[config.mk]
export PLATFORM = sky130hd
export DESIGN_NAME = rr_arbiter_hold_flat
export DESIGN_NICKNAME = d
export VERILOG_FILES = /design/src/rtl/arb_pkg.sv /design/src/rtl/rr_arbiter_hold_if.sv /design/src/rtl/rr_pick.sv /design/src/rtl/rr_arbiter_hold.sv /design/src/flat_wrapper.sv
export SDC_FILE = /design/constraint.sdc
export NUM_CORES = 1
export LEC_CHECK = 0
export BUFFER_PORTS_ARGS = -buffer_cell sky130_fd_sc_hd__buf_4
export CAP_MARGIN = 20
export CORE_MARGIN = 2
export CORE_UTILIZATION = 29
export CTS_BUF_LIST = sky130_fd_sc_hd__clkbuf_16
export CTS_CLUSTER_DIAMETER = 120
export DETAILED_ROUTE_END_ITERATION = 10
export PLACE_DENSITY = 0.56
export REMOVE_ABC_BUFFERS = 1
export SKIP_LAST_GASP = 1
export SLEW_MARGIN = 20
export SYNTH_ARGS = -nofsm -noshare
export SYNTH_HDL_FRONTEND = slang
export SYNTH_SLANG_ARGS = --single-unit
[constraint.sdc]
create_clock -name clk -period 7.1 [get_ports clk]
set_clock_uncertainty 0.05 [all_clocks]
set_input_delay 1.42 -clock clk [delete_from_list [all_inputs] [get_ports clk]]
set_output_delay 1.42 -clock clk [all_outputs]
set_load 0.02 [all_outputs]
[src/rtl/arb_pkg.sv]
// Shared types and helpers for the round-robin hold arbiter.
// Holds the FSM state encoding, the id-width helper and the "no hold limit" sentinel.
package arb_pkg;

  typedef enum logic {
    ARB_IDLE = 1'b0,
    ARB_HOLD = 1'b1
  } arb_state_e;

  localparam int MAX_HOLD_UNLIMITED = 0;

  // A single requester still needs a 1-bit index, so the width never drops to zero.
  function automatic int id_width(input int n);
    return (n > 1) ? $clog2(n) : 1;
  endfunction

endpackage

[src/rtl/rr_arbiter_hold_if.sv]
// Requester-side bundle of the hold arbiter: request/last lines in, grant status out.
interface rr_arbiter_hold_if
  import arb_pkg::*;
#(
  parameter int N = 8
);

  logic [N-1:0]              req;
  logic [N-1:0]              last;
  logic [N-1:0]              gnt;
  logic [id_width(N)-1:0]    gnt_id;
  logic                      busy;
  logic                      timeout;

  modport master (
    output req,
    output last,
    input  gnt,
    input  gnt_id,
    input  busy,
    input  timeout
  );

  modport slave (
    input  req,
    input  last,
    output gnt,
    output gnt_id,
    output busy,
    output timeout
  );

endinterface

[src/rtl/rr_pick.sv]
// Combinational round-robin pick: first set request at or after ptr, wrapping to 0.
// The request vector is doubled so the wrap becomes a plain lowest-set-bit search.
module rr_pick
  import arb_pkg::*;
#(
  parameter  int N   = 8,
  localparam int IdW = id_width(N)
) (
  input  logic [N-1:0]   req_i,
  input  logic [IdW-1:0] ptr_i,
  output logic [N-1:0]   pick_onehot_o,
  output logic [IdW-1:0] pick_id_o,
  output logic           pick_valid_o
);

  logic [2*N-1:0] dbl_req;
  logic [2*N-1:0] masked_req;

  assign dbl_req    = {req_i, req_i};
  assign masked_req = dbl_req & ({(2*N){1'b1}} << ptr_i);

  // Upper copy catches the lines below ptr, giving them the lowest priority.
  always_comb begin
    logic found;
    found         = 1'b0;
    pick_id_o     = '0;
    for (int i = 0; i < 2 * N; i++) begin
      if (masked_req[i] && !found) begin
        found     = 1'b1;
        pick_id_o = (i >= N) ? IdW'(i - N) : IdW'(i);
      end
    end
    pick_valid_o  = found;
    pick_onehot_o = found ? (N'(1) << pick_id_o) : '0;
  end

endmodule

[src/rtl/rr_arbiter_hold.sv]
// Round-robin arbiter that keeps a grant across a multi-cycle transaction.
// Release on last, abandon or hold limit re-arbitrates at the same edge, so handoff has no bubble.
module rr_arbiter_hold
  import arb_pkg::*;
#(
  parameter int N        = 8,
  parameter int MAX_HOLD = 16
) (
  input  logic              clk,
  input  logic              rst,
  rr_arbiter_hold_if.slave  bus
);

  localparam int IdW  = id_width(N);
  localparam int CntW = id_width((MAX_HOLD == MAX_HOLD_UNLIMITED) ? 2 : MAX_HOLD);
  localparam logic [CntW-1:0] CntLast =
    CntW'((MAX_HOLD == MAX_HOLD_UNLIMITED) ? 0 : MAX_HOLD - 1);

  arb_state_e      state_q, state_d;
  logic [IdW-1:0]  ptr_q, ptr_d;
  logic [CntW-1:0] hold_cnt_q, hold_cnt_d;
  logic [N-1:0]    gnt_q, gnt_d;
  logic [IdW-1:0]  gnt_id_q, gnt_id_d;
  logic            busy_q;
  logic            timeout_q, timeout_d;

  logic [N-1:0]    pick_onehot;
  logic [IdW-1:0]  pick_id;
  logic            pick_valid;
  logic            cur_last;
  logic            cur_req;
  logic            rel_force;
  logic            release_now;

  rr_pick #(.N(N)) u_pick (
    .req_i         (bus.req),
    .ptr_i         (ptr_q),
    .pick_onehot_o (pick_onehot),
    .pick_id_o     (pick_id),
    .pick_valid_o  (pick_valid)
  );

  // gnt is one-hot, so masking avoids indexing with an id that may exceed N-1.
  assign cur_last    = |(bus.last & gnt_q);
  assign cur_req     = |(bus.req & gnt_q);
  assign rel_force   = (MAX_HOLD != MAX_HOLD_UNLIMITED) && (hold_cnt_q == CntLast);
  assign release_now = cur_last || !cur_req || rel_force;

  always_comb begin
    state_d    = state_q;
    ptr_d      = ptr_q;
    hold_cnt_d = hold_cnt_q;
    gnt_d      = gnt_q;
    gnt_id_d   = gnt_id_q;
    timeout_d  = 1'b0;
    unique case (state_q)
      ARB_IDLE: begin
        if (pick_valid) begin
          state_d    = ARB_HOLD;
          gnt_d      = pick_onehot;
          gnt_id_d   = pick_id;
          hold_cnt_d = '0;
          ptr_d      = (pick_id == IdW'(N - 1)) ? '0 : pick_id + IdW'(1);
        end
      end
      ARB_HOLD: begin
        if (release_now) begin
          timeout_d = rel_force && !cur_last && cur_req;
          if (pick_valid) begin
            gnt_d      = pick_onehot;
            gnt_id_d   = pick_id;
            hold_cnt_d = '0;
            ptr_d      = (pick_id == IdW'(N - 1)) ? '0 : pick_id + IdW'(1);
          end else begin
            state_d  = ARB_IDLE;
            gnt_d    = '0;
            gnt_id_d = '0;
          end
        end else if (hold_cnt_q != {CntW{1'b1}}) begin
          hold_cnt_d = hold_cnt_q + CntW'(1);
        end
      end
      default: state_d = ARB_IDLE;
    endcase
  end

  always_ff @(posedge clk or posedge rst) begin
    if (rst) begin
      state_q    <= ARB_IDLE;
      ptr_q      <= '0;
      hold_cnt_q <= '0;
      gnt_q      <= '0;
      gnt_id_q   <= '0;
      busy_q     <= 1'b0;
      timeout_q  <= 1'b0;
    end else begin
      state_q    <= state_d;
      ptr_q      <= ptr_d;
      hold_cnt_q <= hold_cnt_d;
      gnt_q      <= gnt_d;
      gnt_id_q   <= gnt_id_d;
      busy_q     <= |gnt_d;
      timeout_q  <= timeout_d;
    end
  end

  assign bus.gnt     = gnt_q;
  assign bus.gnt_id  = gnt_id_q;
  assign bus.busy    = busy_q;
  assign bus.timeout = timeout_q;

endmodule

[src/flat_wrapper.sv]
// flat-port wrapper written by rule: the top's interface ports become plain ports
module rr_arbiter_hold_flat import arb_pkg::*;
#(
  parameter int N        = 8,
  parameter int MAX_HOLD = 16
)
  (clk, rst, bus_req, bus_last, bus_gnt, bus_gnt_id, bus_busy, bus_timeout);
  rr_arbiter_hold_if #(.N(N)) bus_i ();
  input  logic clk;
  input  logic rst;
  input wire logic [$bits(bus_i.req)-1:0] bus_req;
  input wire logic [$bits(bus_i.last)-1:0] bus_last;
  output wire logic [$bits(bus_i.gnt)-1:0] bus_gnt;
  output wire logic [$bits(bus_i.gnt_id)-1:0] bus_gnt_id;
  output wire logic [$bits(bus_i.busy)-1:0] bus_busy;
  output wire logic [$bits(bus_i.timeout)-1:0] bus_timeout;
  assign bus_i.req = bus_req;
  assign bus_i.last = bus_last;
  assign bus_gnt = bus_i.gnt;
  assign bus_gnt_id = bus_i.gnt_id;
  assign bus_busy = bus_i.busy;
  assign bus_timeout = bus_i.timeout;
  rr_arbiter_hold #(.N(N), .MAX_HOLD(MAX_HOLD)) u_core (.clk(clk), .rst(rst), .bus(bus_i));
endmodule
Word-level counts from Yosys, hierarchy flattened --
Index checks and enable logic that the tools add are counted. W data, S select, Z words.
Operators by class: add/subtract/negate cells 2, equality and inequality tests 6, shift-type cells 2, multiplexer cells 52, bitwise operators 4, reduce and logical (&&, ||, !) cells 40
Operator list (number):
- $mux W3 | 20
- $mux W8 | 3
- $reduce_or A8 Y1 | 3
- $mux W1 | 21
- $logic_and A1 B1 Y1 | 17
- $logic_not A1 Y1 | 17
- $and A16 B16 Y16 | 1
- $and A8 B8 Y8 | 2
- $pmux W8 S2 | 1
- $shl A16 B3 Y16 const A | 1
- $mux W4 | 3
- $pmux W3 S2 | 2
- $pmux W4 S2 | 1
- $shl A1 B3 Y8 const A | 1
- $add A4 B1 Y4 const B | 1
- $eq A4 B4 Y1 const B | 1
- $ne A4 B4 Y1 const B | 1
- $add A3 B1 Y3 const B | 1
- $eq A3 B3 Y1 const B | 1
- $ne A3 B3 Y1 const B | 1
- $logic_or A1 B1 Y1 | 2
- $ne A2 B1 Y1 const B | 1
- $ne A2 B2 Y1 const B | 1
- $pmux W1 S2 | 1
- 2 further kinds | 2
Word-level totals: register bits after elaboration 21, input bits 18, output and inout port bits 13

Depth between registers and ports, before layout --
Gate-level depths: netlist (run 1).
depth in word-level cells 53, depth in mapped cells 11, mapped depth without buffers 10

Modules after synthesis --
Synthesis (run 1) repeated with hierarchy kept, for this count alone.
Unflattened totals: cell total of the unflattened synthesis 142, area total of the unflattened synthesis 1381.3 µm²
By module, submodules not included:
- rr_arbiter_hold | instances 1, cells an instance 83, area each 996.0 µm², seq. area each 525.5 µm²
- rr_pick | instances 1, cells an instance 59, area each 385.4 µm², seq. area each 0.0 µm²

Worst setup path before layout (run 1) --
No wires, ideal clock.
path kind input to register, start point input bus_req[0], end point register u_core.busy_q (netlist: u_core.bus.busy), arrival 3.074 ns, data required time 6.921 ns, setup slack 3.847 ns, stages on the path 9, cell sequence nor2b_1 > o21ai_0 > nand3_1 > o21ai_0 > inv_1 > ha_1 > nor4_1 > o22a_1 > o2bb2ai_1
On the way: longest elaborated chain between the ends 52, elaborated cells between the ends (all ways) 73, those cells by class shift: 1; mux: 35; bitwise: 2; reduce/logical: 35
RTL lines:
- from (decl) | line flat_wrapper.sv:11 | input wire logic [$bits(bus_i.req)-1:0] bus_req;
- $and A16 B16 Y16 | line rr_pick.sv:20 | assign masked_req = dbl_req & ({(2*N){1'b1}} << ptr_i);
- $mux W1 | line rr_pick.sv:28 | if (masked_req[i] && !found) begin
- $logic_not A1 Y1 | line rr_pick.sv:28
- $logic_and A1 B1 Y1 | line rr_pick.sv:28
- $mux W1 | line rr_pick.sv:28
- $logic_not A1 Y1 | line rr_pick.sv:28
- $logic_and A1 B1 Y1 | line rr_pick.sv:28
- $mux W1 | line rr_pick.sv:28
- [... 36 more ...]
- $logic_not A1 Y1 | line rr_pick.sv:28
- $logic_and A1 B1 Y1 | line rr_pick.sv:28
- $mux W3 | line rr_pick.sv:28
- $shl A1 B3 Y8 | line rr_pick.sv:34 | pick_onehot_o = found ? (N'(1) << pick_id_o) : '0;
- $mux W8 | line rr_arbiter_hold.sv:69 | if (pick_valid) begin
- $mux W8 | line rr_arbiter_hold.sv:67 | if (release_now) begin
- $pmux W8 S2 * | line rr_arbiter_hold.sv:56 | unique case (state_q)
- $reduce_or A8 Y1 * | line rr_arbiter_hold.sv:102 | busy_q <= |gnt_d;
- to (signal assigned) | line rr_arbiter_hold.sv:102
- to (decl) | line rr_arbiter_hold.sv:24 | logic busy_q;
Mark *: on every way between the ends. The rest lies on a longest branch, timed or not. A chain may end at the register's enable or synchronous reset.

Final worst setup path (run 1) --
Ends and elaborated chain as after synthesis.

==> results_dict.tcl, run 1 <==
set metrics [dict create \
    run_status "completed" \
    drt_drc_violations_left 0 \
    final-setup-viol-count 0 \
    mappedNetlistArea_um2 1287 \
    cts_resized 0 \
    slew_headroom_pct 45.94 \
    maximum_number_of_buffers_from_clock_root_to_sink 2 \
    drv.max_cap_violation_count 0 \
    critical_path.endpoint_type "flip-flop" \
    antenna_left 0 \
    final.setup.tns_ps 0 \
    placed_area_um2 1559 \
    netlist.area_leader.share_pct 40.82 \
    postSynthAreaPerCell_um2 9.981 \
    vias 1154 \
    data_arrival_time_of_the_critical_path_ps 3600 \
    synth-main-ff-cell "dfrtp_1" \
    antenna_diode_count 0 \
    final_layout_size_suffix_gt1_share_pct 25.62 \
    cts.hold.buffers_added 0 \
    portBuffers 30 \
    gr-usage-all-layers_pct 14.19 \
    die_width_um 70.63 \
    post_synth_main_area_contributors "dfrtp_1 41%, ha_1 5.8%, a22o_1 4.8%" \
    grt_first_pass_wirelength_um 5768 \
    cts_setup_buffers 0 \
    clkLatencyLatePin_ps 250 \
    layout_commonest_cell "buf_4" \
    tritoncts "built" \
    postSynthRegisterBits 21 \
    critical_path.slowest_cell "o21ai_0" \
    distinct_cell_type_count_after_synthesis 42 \
    rsz0062_at_grt "false" \
    m1WireLength_um 1576 \
    worstSetupPathType "input port to flip-flop" \
    met2RoutedLength_um 1768 \
    rows 24 \
    cts_inserted_buffers 3 \
    maximum_number_of_pins_on_one_net_before_global_route_repair 22 \
    route.detailed.wl_per_inst_um 16.39 \
    first_global_vias 1127 \
    grt-ovfl-total 0 \
    startpoint_type "input port" \
    slew_violations 0 \
    grt_antenna_before_repair 0 \
    postSynthCellCount 129 \
    static-leakage-power_nw 0.7636 \
    post-place-cells 208 \
    vdd.ir_drop.worst_uv 135.6 \
    ys.warnings.count 0 \
    top_metal_used "met4" \
    hold_path_class "flip-flop to flip-flop" \
    clkSinkCount 21 \
    clock-root-buffer "clkbuf_16" \
    final.min_clock_period_ps 3518 \
    number_of_enable_type_register_cells_in_the_synthesized_netlist 0 \
    synth.yosys.seq_area_share_pct 40.82 \
    finalInstanceArea_um2 1638 \
    detailroute.wirelength.met3_um 117 \
    async_flop_share_pct 100.0 \
    die-area_um2 4989 \
    drt_pre_antenna_iters 4 \
    drt_first_iter_violations 48 \
    clk_pin_slew_worst_paths_ps 60 \
    postRouteWirelength_um 3475 \
    critPathMaxStageDelay_ps 510 \
    die_height_um 70.63 \
    synth_top_cell_by_area "dfrtp_1" \
    finish.net_count 185 \
    finalNonFillerCells 212 \
    area_growth_pct 27.21 \
    worst_pin_slew_ps 810.0 \
    post_dp_hpwl_um 2599 \
    finalHoldWorstSlack_ps 442.8 \
    most_used_cell_along_the_critical_path "o21ai_0" \
    initial_core_util_pct 29.77 \
    ioPinCount 31 \
    finalHoldViolations 0 \
    final_cell_mix "30 x buf_4, 21 x dfrtp_1, 11 x o21ai_0" \
    tcrit_tclk_final_pct 49.54 \
    design.core.area_um2 4324 \
    report.power.total_uw 705.8 \
    via_per_inst 5.443 \
    critical_path.cell_chain "buf_4, nor2b_1, o21ai_0, nand3_1, o21ai_0, inv_1, ha_1, nor4_1, o22a_1, o2bb2ai_1" \
    cp_data_required_time_ps 7180 \
    path_max_fanout 6 \
    final_wtd_congestion 0.9368 \
    power.density_nw_per_um2 431.0 \
    timing.fmax_ghz 0.2843 \
    clock_tree.htree_level_count 1 \
]
[synth_stat cells, drive strengths merged, types with 2 or more instances]
master	instances
dfrtp	21
o21ai	11
inv	10
a22o	9
nor2	9
a22oi	6
ha	6
nand3	5
a21o	3
a21oi	3
nor3	3
nor3b	3
nor4	3
o2bb2ai	3
a21boi	2
and2	2
and3	2
clkbuf	2
mux2	2
mux2i	2
nand2	2
nand4	2
o31ai	2
[per-layer routing]
metal	GRT usage, %	up-vias
met3	2.564	2
met2	24.53	20
met4	3.145	0
met5	0	-
li1	-	566
met1	18.64	566
[critical path: cells and delay by family]
family	cells	cell delay (ps)
adder cells (fa/ha/maj)	1	270
AO/OA/AOI/OAI	4	1090
AND/OR/NAND/NOR	3	540
buffers and inverters	2	290
[registers in the layout, summed over array words and instances, names as in the netlist]
name,flops
u_core.bus.busy,1
u_core.bus.gnt,8
u_core.bus.gnt_id,3
u_core.ptr_q,3
u_core.bus.timeout,1
u_core.state_q,1
u_core.hold_cnt_q,4
[logic make-up (layout without fill, tap and decap cells)]
| logic type | count (synthesis) | in the layout | synth area share (%) |
|---|---|---|---|
| AOI/OAI and AO/OA | 49 | 49 | 29.15 |
| adders and majority gates | 6 | 6 | 5.831 |
| buffers and inverters | 13 | 44 | 4.568 |
| DFF | 21 | 21 | 40.82 |
| muxes | 4 | 4 | 3.304 |
| and+or+nand+nor | 36 | 36 | 16.33 |
[final timing paths]
kind / slack, ps / depth (start not counted) / end / startpoint
worst max-delay path: 3580 / 10 / u_core.bus.busy$_DFF_PP0_ / bus_req[0]
worst min-delay path: 440 / 1 / u_core.bus.gnt_id[2]$_DFFE_PP0P_ / u_core.bus.gnt_id[2]$_DFFE_PP0P_
worst max register to register: 4470 / 9 / u_core.bus.busy$_DFF_PP0_ / u_core.ptr_q[0]$_DFFE_PP0P_
worst min register to register: 440 / 1 / u_core.bus.gnt_id[2]$_DFFE_PP0P_ / u_core.bus.gnt_id[2]$_DFFE_PP0P_
max in group asynchronous: 5220 / 2 / u_core.ptr_q[2]$_DFFE_PP0P_ / rst
min in group asynchronous: 1280 / 2 / u_core.bus.gnt[5]$_DFF_PP0_ / rst
[power by group]
| group | total [mW] | switching [mW] | internal (mW) |
|---|---|---|---|
| Combinational | 0.376 | 0.210 | 0.166 |
| Sequential | 0.210 | 0.0485 | 0.162 |
| Clock | 0.120 | 0.0448 | 0.0751 |
| Total | 0.706 | 0.304 | 0.402 |
[final cells by class]
| class | instances | area (um2) |
|---|---|---|
| fill | 456 | 2686 |
| multi-input combinational | 95 | 703.2 |
| sequential | 21 | 525.5 |
| timing repair buffer | 30 | 225.2 |
| clock buffer | 3 | 75.07 |
| tap | 52 | 65.06 |
| inverter | 10 | 40.04 |
| clock inverter | 1 | 3.754 |
[metrics by stage]
step                      utilization, %  worst slack (ps)
after floorplan                        -              3848
after global placement             36.05              3386
after detailed placement           36.05              3312
after CTS                          37.88              3573
after global routing               37.88              3383
final                              37.88              3582
Power figures use the tool's default switching activity.
==> run 2, diff against run 1 <==
==> constraint.sdc (replaced) <==
create_clock -name clk -period 3.29 [get_ports clk]
set_clock_uncertainty 0.05 [all_clocks]
set_input_delay 0.658 -clock clk [delete_from_list [all_inputs] [get_ports clk]]
set_output_delay 0.658 -clock clk [all_outputs]
set_load 0.02 [all_outputs]
==> run 2 against run 1 <==
Non-clock buffer count grew 2. Core utilization grew 0.35 points. Highest routed layer unchanged. Largest power group unchanged. Worst hold slack gained 3.2 ps. Worst setup slack lost 3000 ps. Global-route usage shrank 0.22 points. First-iteration DRC count grew 8.3%. Clock-buffer cell count is the same. Via count grew 4.0%. Flip-flop and latch count is the same. Register-to-register slack lost 3800 ps. Critical path depth is the same.
==> results_dict.tcl, run 2 (synthesized netlist as in run 1, its figures left out) <==
set metrics [dict create \
    power.density_nw_per_um2 925.8 \
    run_status "completed" \
    via_per_inst 5.607 \
    tritoncts "built" \
    final_cell_mix "32 x buf_4, 21 x dfrtp_1, 11 x o21ai_0" \
    post_dp_hpwl_um 2613 \
    clk_pin_slew_worst_paths_ps 50 \
    grt_first_pass_wirelength_um 5616 \
    postLayoutSetupSlackWorst_ps 552.8 \
    worst_pin_slew_ps 762.1 \
    final_wtd_congestion 0.9382 \
    static-leakage-power_nw 0.7742 \
    drt_pre_antenna_iters 4 \
    drv.max_cap_violation_count 0 \
    placed_area_um2 1574 \
    maximum_number_of_buffers_from_clock_root_to_sink 2 \
    most_used_cell_along_the_critical_path "o21ai_0" \
    timing.fmax_ghz 0.3653 \
    cp_data_required_time_ps 3370 \
    die-area_um2 4989 \
    cts_inserted_buffers 3 \
    tcrit_tclk_final_pct 83.20 \
    cts_resized 0 \
    slew_headroom_pct 49.14 \
    largest_register_ffs 8 \
    critical_path.slowest_cell "o21ai_0" \
    report.power.total_mw 1.530 \
    critical_path_buf_inv_count 2 \
    grt-ovfl-total 0 \
    cts_setup_buffers 0 \
    critical_path.top_delay_family "compound AO/OA/AOI/OAI gates" \
    cts.hold.buffers_added 0 \
    critPathMaxStageDelay_ps 490 \
    vias 1200 \
    critical_path.cell_chain "buf_4, nor2b_1, o21ai_0, nand3_1, o21ai_0, inv_1, ha_1, nor4_1, o22a_1, o2bb2ai_1" \
    clkLatencyLatePin_ps 250 \
    data_arrival_time_of_the_critical_path_ps 2810 \
    first_global_vias 1171 \
    clkSinkCount 21 \
    portBuffers 30 \
    drt_drc_violations_left 0 \
    final.min_clock_period_ps 2737 \
    postRouteWirelength_um 3399 \
    finish.net_count 187 \
    finalInstanceArea_um2 1653 \
    die_height_um 70.63 \
    layout_commonest_cell "buf_4" \
    drt_first_iter_violations 52 \
    area_growth_pct 28.38 \
    die_width_um 70.63 \
    path_max_fanout 6 \
    antenna_left 0 \
    hold_path_class "flip-flop to flip-flop" \
    initial_core_util_pct 29.77 \
    finalHoldViolations 0 \
    finalHoldWorstSlack_ps 446.0 \
    rsz0062_at_grt "false" \
    rows 24 \
    clock_tree.htree_level_count 1 \
    design.core.area_um2 4324 \
    preCtsSetupSlack_ps 310.8 \
    grt_antenna_before_repair 0 \
    maximum_number_of_pins_on_one_net_before_global_route_repair 22 \
    startpoint_type "input port" \
    worstSetupPathType "input port to flip-flop" \
    gr-usage-all-layers_pct 13.97 \
    vdd.ir_drop.worst_uv 430.9 \
    antenna_diode_count 0 \
    clock-root-buffer "clkbuf_16" \
    slew_violations 0 \
    route.detailed.wl_per_inst_um 15.88 \
    final_layout_size_suffix_gt1_share_pct 26.54 \
    critical_path.endpoint_type "flip-flop" \
    ioPinCount 31 \
    final-setup-viol-count 0 \
    final.setup.tns_ps 0 \
]
## run 2: changes by cell type in the layout (fill, tap and decap cells not counted)
cell,change
buf_4,+2
## run 2: layout make-up
type	instances	area, um2
flip-flops and latches	21	525.5
multi-input cells	95	703.2
well taps	52	65.06
clock inverters	1	3.754
repair buffers	32	240.2
clock buffers	3	75.07
inverters	10	40.04
fillers	453	2671
## run 2: power by group
part,internal [mW],switching (mW)
clock,0.162,0.0870
sequential,0.349,0.105
combinational,0.369,0.459
## run 2: metal layers
metal / track usage, % / share of wire [%] / vias to the layer above
li1: - / - / 567
met1: 18.00 / 44 / 592
met2: 23.17 / 49 / 37
met3: 3.704 / 5.1 / 4
met4: 4.193 / 1.6 / 0
met5: 0 / 0 / -
## run 2: worst register-to-register path, stage by stage (launching register included)
cell and delay [ps]:
dfrtp_1 470, and2_1 230, a311oi_1 300, a21oi_1 80, o21ai_0 410, inv_1 130
ha_1 250, ha_1 220, nor4_1 170, o22a_1 160, o2bb2ai_1 60
## run 2: final timing paths
path / start / to / slack, ps / cells after the start
min: u_core.hold_cnt_q[3]$_DFFE_PP0P_ / u_core.hold_cnt_q[3]$_DFFE_PP0P_ / 450 / 1
min reg2reg: u_core.hold_cnt_q[3]$_DFFE_PP0P_ / u_core.hold_cnt_q[3]$_DFFE_PP0P_ / 450 / 1
min in group asynchronous: rst / u_core.bus.gnt_id[2]$_DFFE_PP0P_ / 500 / 2
max: bus_req[0] / u_core.bus.busy$_DFF_PP0_ / 550 / 10
max reg2reg: u_core.ptr_q[2]$_DFFE_PP0P_ / u_core.bus.busy$_DFF_PP0_ / 630 / 10
max in group asynchronous: rst / u_core.ptr_q[0]$_DFFE_PP0P_ / 2210 / 2
## run 2: stage by stage
stage	util, %	std cells
after floorplan	-	126
after global placement	36.40	210
after detailed placement	36.40	210
after CTS	38.22	214
after global routing	38.22	214
final	38.22	214
==> run 3, diff against run 2 <==
--- a/config.mk
+++ b/config.mk
@@ -12,7 +12,7 @@
 export CTS_BUF_LIST = sky130_fd_sc_hd__clkbuf_16
 export CTS_CLUSTER_DIAMETER = 120
 export DETAILED_ROUTE_END_ITERATION = 10
-export PLACE_DENSITY = 0.56
+export PLACE_DENSITY = 0.57
 export REMOVE_ABC_BUFFERS = 1
 export SKIP_LAST_GASP = 1
 export SLEW_MARGIN = 20
==> constraint.sdc (replaced) <==
create_clock -name clk -period 2.5 [get_ports clk]
set_clock_uncertainty 0.05 [all_clocks]
set_input_delay 0.5 -clock clk [delete_from_list [all_inputs] [get_ports clk]]
set_output_delay 0.5 -clock clk [all_outputs]
set_load 0.02 [all_outputs]
==> run 3 against run 2 <==
Routed wire length decreased by 0.71%. Combinational power increased by 41%. Clock power increased by 33%. Cell area increased by 2.5%. Final cell count increased by 2.3%. Clock-buffer cell count unchanged. Sequential power increased by 28%. Global-route usage increased by 0.23 points. Critical endpoint unchanged. Highest routed layer unchanged.
==> results_dict.tcl, run 3 (synthesized netlist as in run 1, its figures left out) <==
set metrics [dict create \
    run_status "completed" \
    die_height_um 70.63 \
    die-area_um2 4989 \
    largest_register_ffs 8 \
    final_layout_size_suffix_gt1_share_pct 29.34 \
    final_cell_mix "37 x buf_4, 21 x dfrtp_1, 10 x inv_1" \
    timing.critical_path.to "u_core.bus.busy$_DFF_PP0_" \
    critical_path.reg2reg.startpoint "u_core.ptr_q[1]$_DFFE_PP0P_" \
    gr-usage-all-layers_pct 14.20 \
    vdd.ir_drop.worst_uv 527.3 \
    rows 24 \
    cts_setup_buffers 0 \
    timing.fmax_ghz 0.4378 \
    drv.max_cap_violation_count 0 \
    grt_antenna_before_repair 0 \
    preCtsSetupSlack_ps -72.73 \
    cell_count_of_the_worst_reg_to_reg_path 10 \
    first_global_vias 1178 \
    route.detailed.wl_per_inst_um 15.41 \
    vias 1165 \
    via_per_inst 5.320 \
    tcrit_tclk_final_pct 91.38 \
    post-route-util_pct 39.18 \
    critical_path.endpoint_type "flip-flop" \
    finish.net_count 192 \
    maximum_number_of_pins_on_one_net_before_global_route_repair 22 \
    postLayoutSetupSlackWorst_ps 215.6 \
    antenna_diode_count 0 \
    worstReg2RegEnd "u_core.bus.busy$_DFF_PP0_" \
    power.density_nw_per_um2 1231 \
    antenna_left 0 \
    drt_drc_violations_left 0 \
    final.min_clock_period_ps 2284 \
    slew_headroom_pct 45.82 \
    worstSetupPathType "flip-flop to flip-flop" \
    layout_commonest_cell "buf_4" \
    path_max_fanout 6 \
    critPathLaunch "u_core.ptr_q[1]$_DFFE_PP0P_" \
    clock-root-buffer "clkbuf_16" \
    clkLatencyLatePin_ps 250 \
    clock_tree.htree_level_count 1 \
    clk_pin_slew_worst_paths_ps 60 \
    post_dp_hpwl_um 2629 \
    startpoint_type "flip-flop" \
    ioPinCount 31 \
    die_width_um 70.63 \
    hold_path_class "input port to async pin" \
    cp_data_required_time_ps 2580 \
    placed_area_um2 1612 \
    area_growth_pct 31.58 \
    rrSetupSlack_ps 220 \
    finalInstanceArea_um2 1694 \
    portBuffers 30 \
    data_arrival_time_of_the_critical_path_ps 2360 \
    final_wtd_congestion 1.042 \
    postRouteWirelength_um 3375 \
    initial_core_util_pct 29.77 \
    tritoncts "built" \
    drt_first_iter_violations 59 \
    worst_pin_slew_ps 811.8 \
    grt-ovfl-total 0 \
    maximum_number_of_buffers_from_clock_root_to_sink 2 \
    slew_violations 0 \
    static-leakage-power_nw 0.8003 \
    final-setup-viol-count 0 \
    cts_inserted_buffers 3 \
    grt_first_pass_wirelength_um 5727 \
    design.core.area_um2 4324 \
    finalHoldViolations 0 \
    drt_pre_antenna_iters 4 \
    finalHoldWorstSlack_ps 358.6 \
    clkSinkCount 21 \
    rsz0062_at_grt "false" \
]
[run 3: metal layers]
metal | part of all wire (%) | routed length, um | global-route usage, %
met1 | 44 | 1479 | 18.33
met3 | 5.5 | 187 | 3.561
met5 | 0 | 0 | 0
met2 | 50 | 1694 | 25.16
met4 | 0.41 | 14 | 1.258
[run 3: final cells by class]
type / count / area [um2]
Sequential cell: 21 / 525.5
Tap cell: 52 / 65.06
Inverter: 10 / 40.04
Clock buffer: 3 / 75.07
Fill cell: 447 / 2630
Multi-Input combinational cell: 95 / 706.9
Timing Repair Buffer: 37 / 277.8
Clock inverter: 1 / 3.754
[run 3: worst max-delay path, stage by stage (launching register included)]
cell and delay, ps:
dfrtp_1 430, and2_1 190, a311oi_1 280, a21oi_1 80, o21ai_1 190, inv_1 90
ha_1 230, ha_1 220, nor4_1 180, o22a_1 160, o2bb2ai_1 60
[run 3: how the worst min path moves through the flow]
| stage | start | endpoint | cells after the start |
|---|---|---|---|
| after floorplan | u_core.hold_cnt_q[3]$_DFFE_PP0P_ | u_core.hold_cnt_q[3]$_DFFE_PP0P_ | 1 |
| after global placement | u_core.bus.gnt_id[2]$_DFFE_PP0P_ | u_core.bus.gnt_id[2]$_DFFE_PP0P_ | 1 |
| after detailed placement | u_core.bus.gnt_id[2]$_DFFE_PP0P_ | u_core.bus.gnt_id[2]$_DFFE_PP0P_ | 1 |
| after CTS | rst | u_core.hold_cnt_q[1]$_DFFE_PP0P_ | 2 |
| after global routing | rst | u_core.hold_cnt_q[0]$_DFFE_PP0P_ | 2 |
| final | rst | u_core.hold_cnt_q[0]$_DFFE_PP0P_ | 2 |
[run 3: power breakdown]
part	switching (mW)	internal [mW]	leakage (nW)
logic	0.631	0.541	0.489
registers	0.123	0.460	0.269
clock network	0.119	0.213	0.0423
total	0.872	1.21	0.800
[run 3: what timing repair did]
item / in CTS / in global routing
gates resized for setup: 0 / 4
setup endpoints to repair: 0 / 1
hold buffers: 0 / 0
[run 3: stage by stage]
step,instances,TNS [ps],total power [mW]
after detailed placement,215,-72.73,1.750
after floorplan,126,0,1.317
after CTS,219,0,2.093
after global placement,215,-4.270,1.735
final,219,0,2.085
after global routing,219,0,2.264
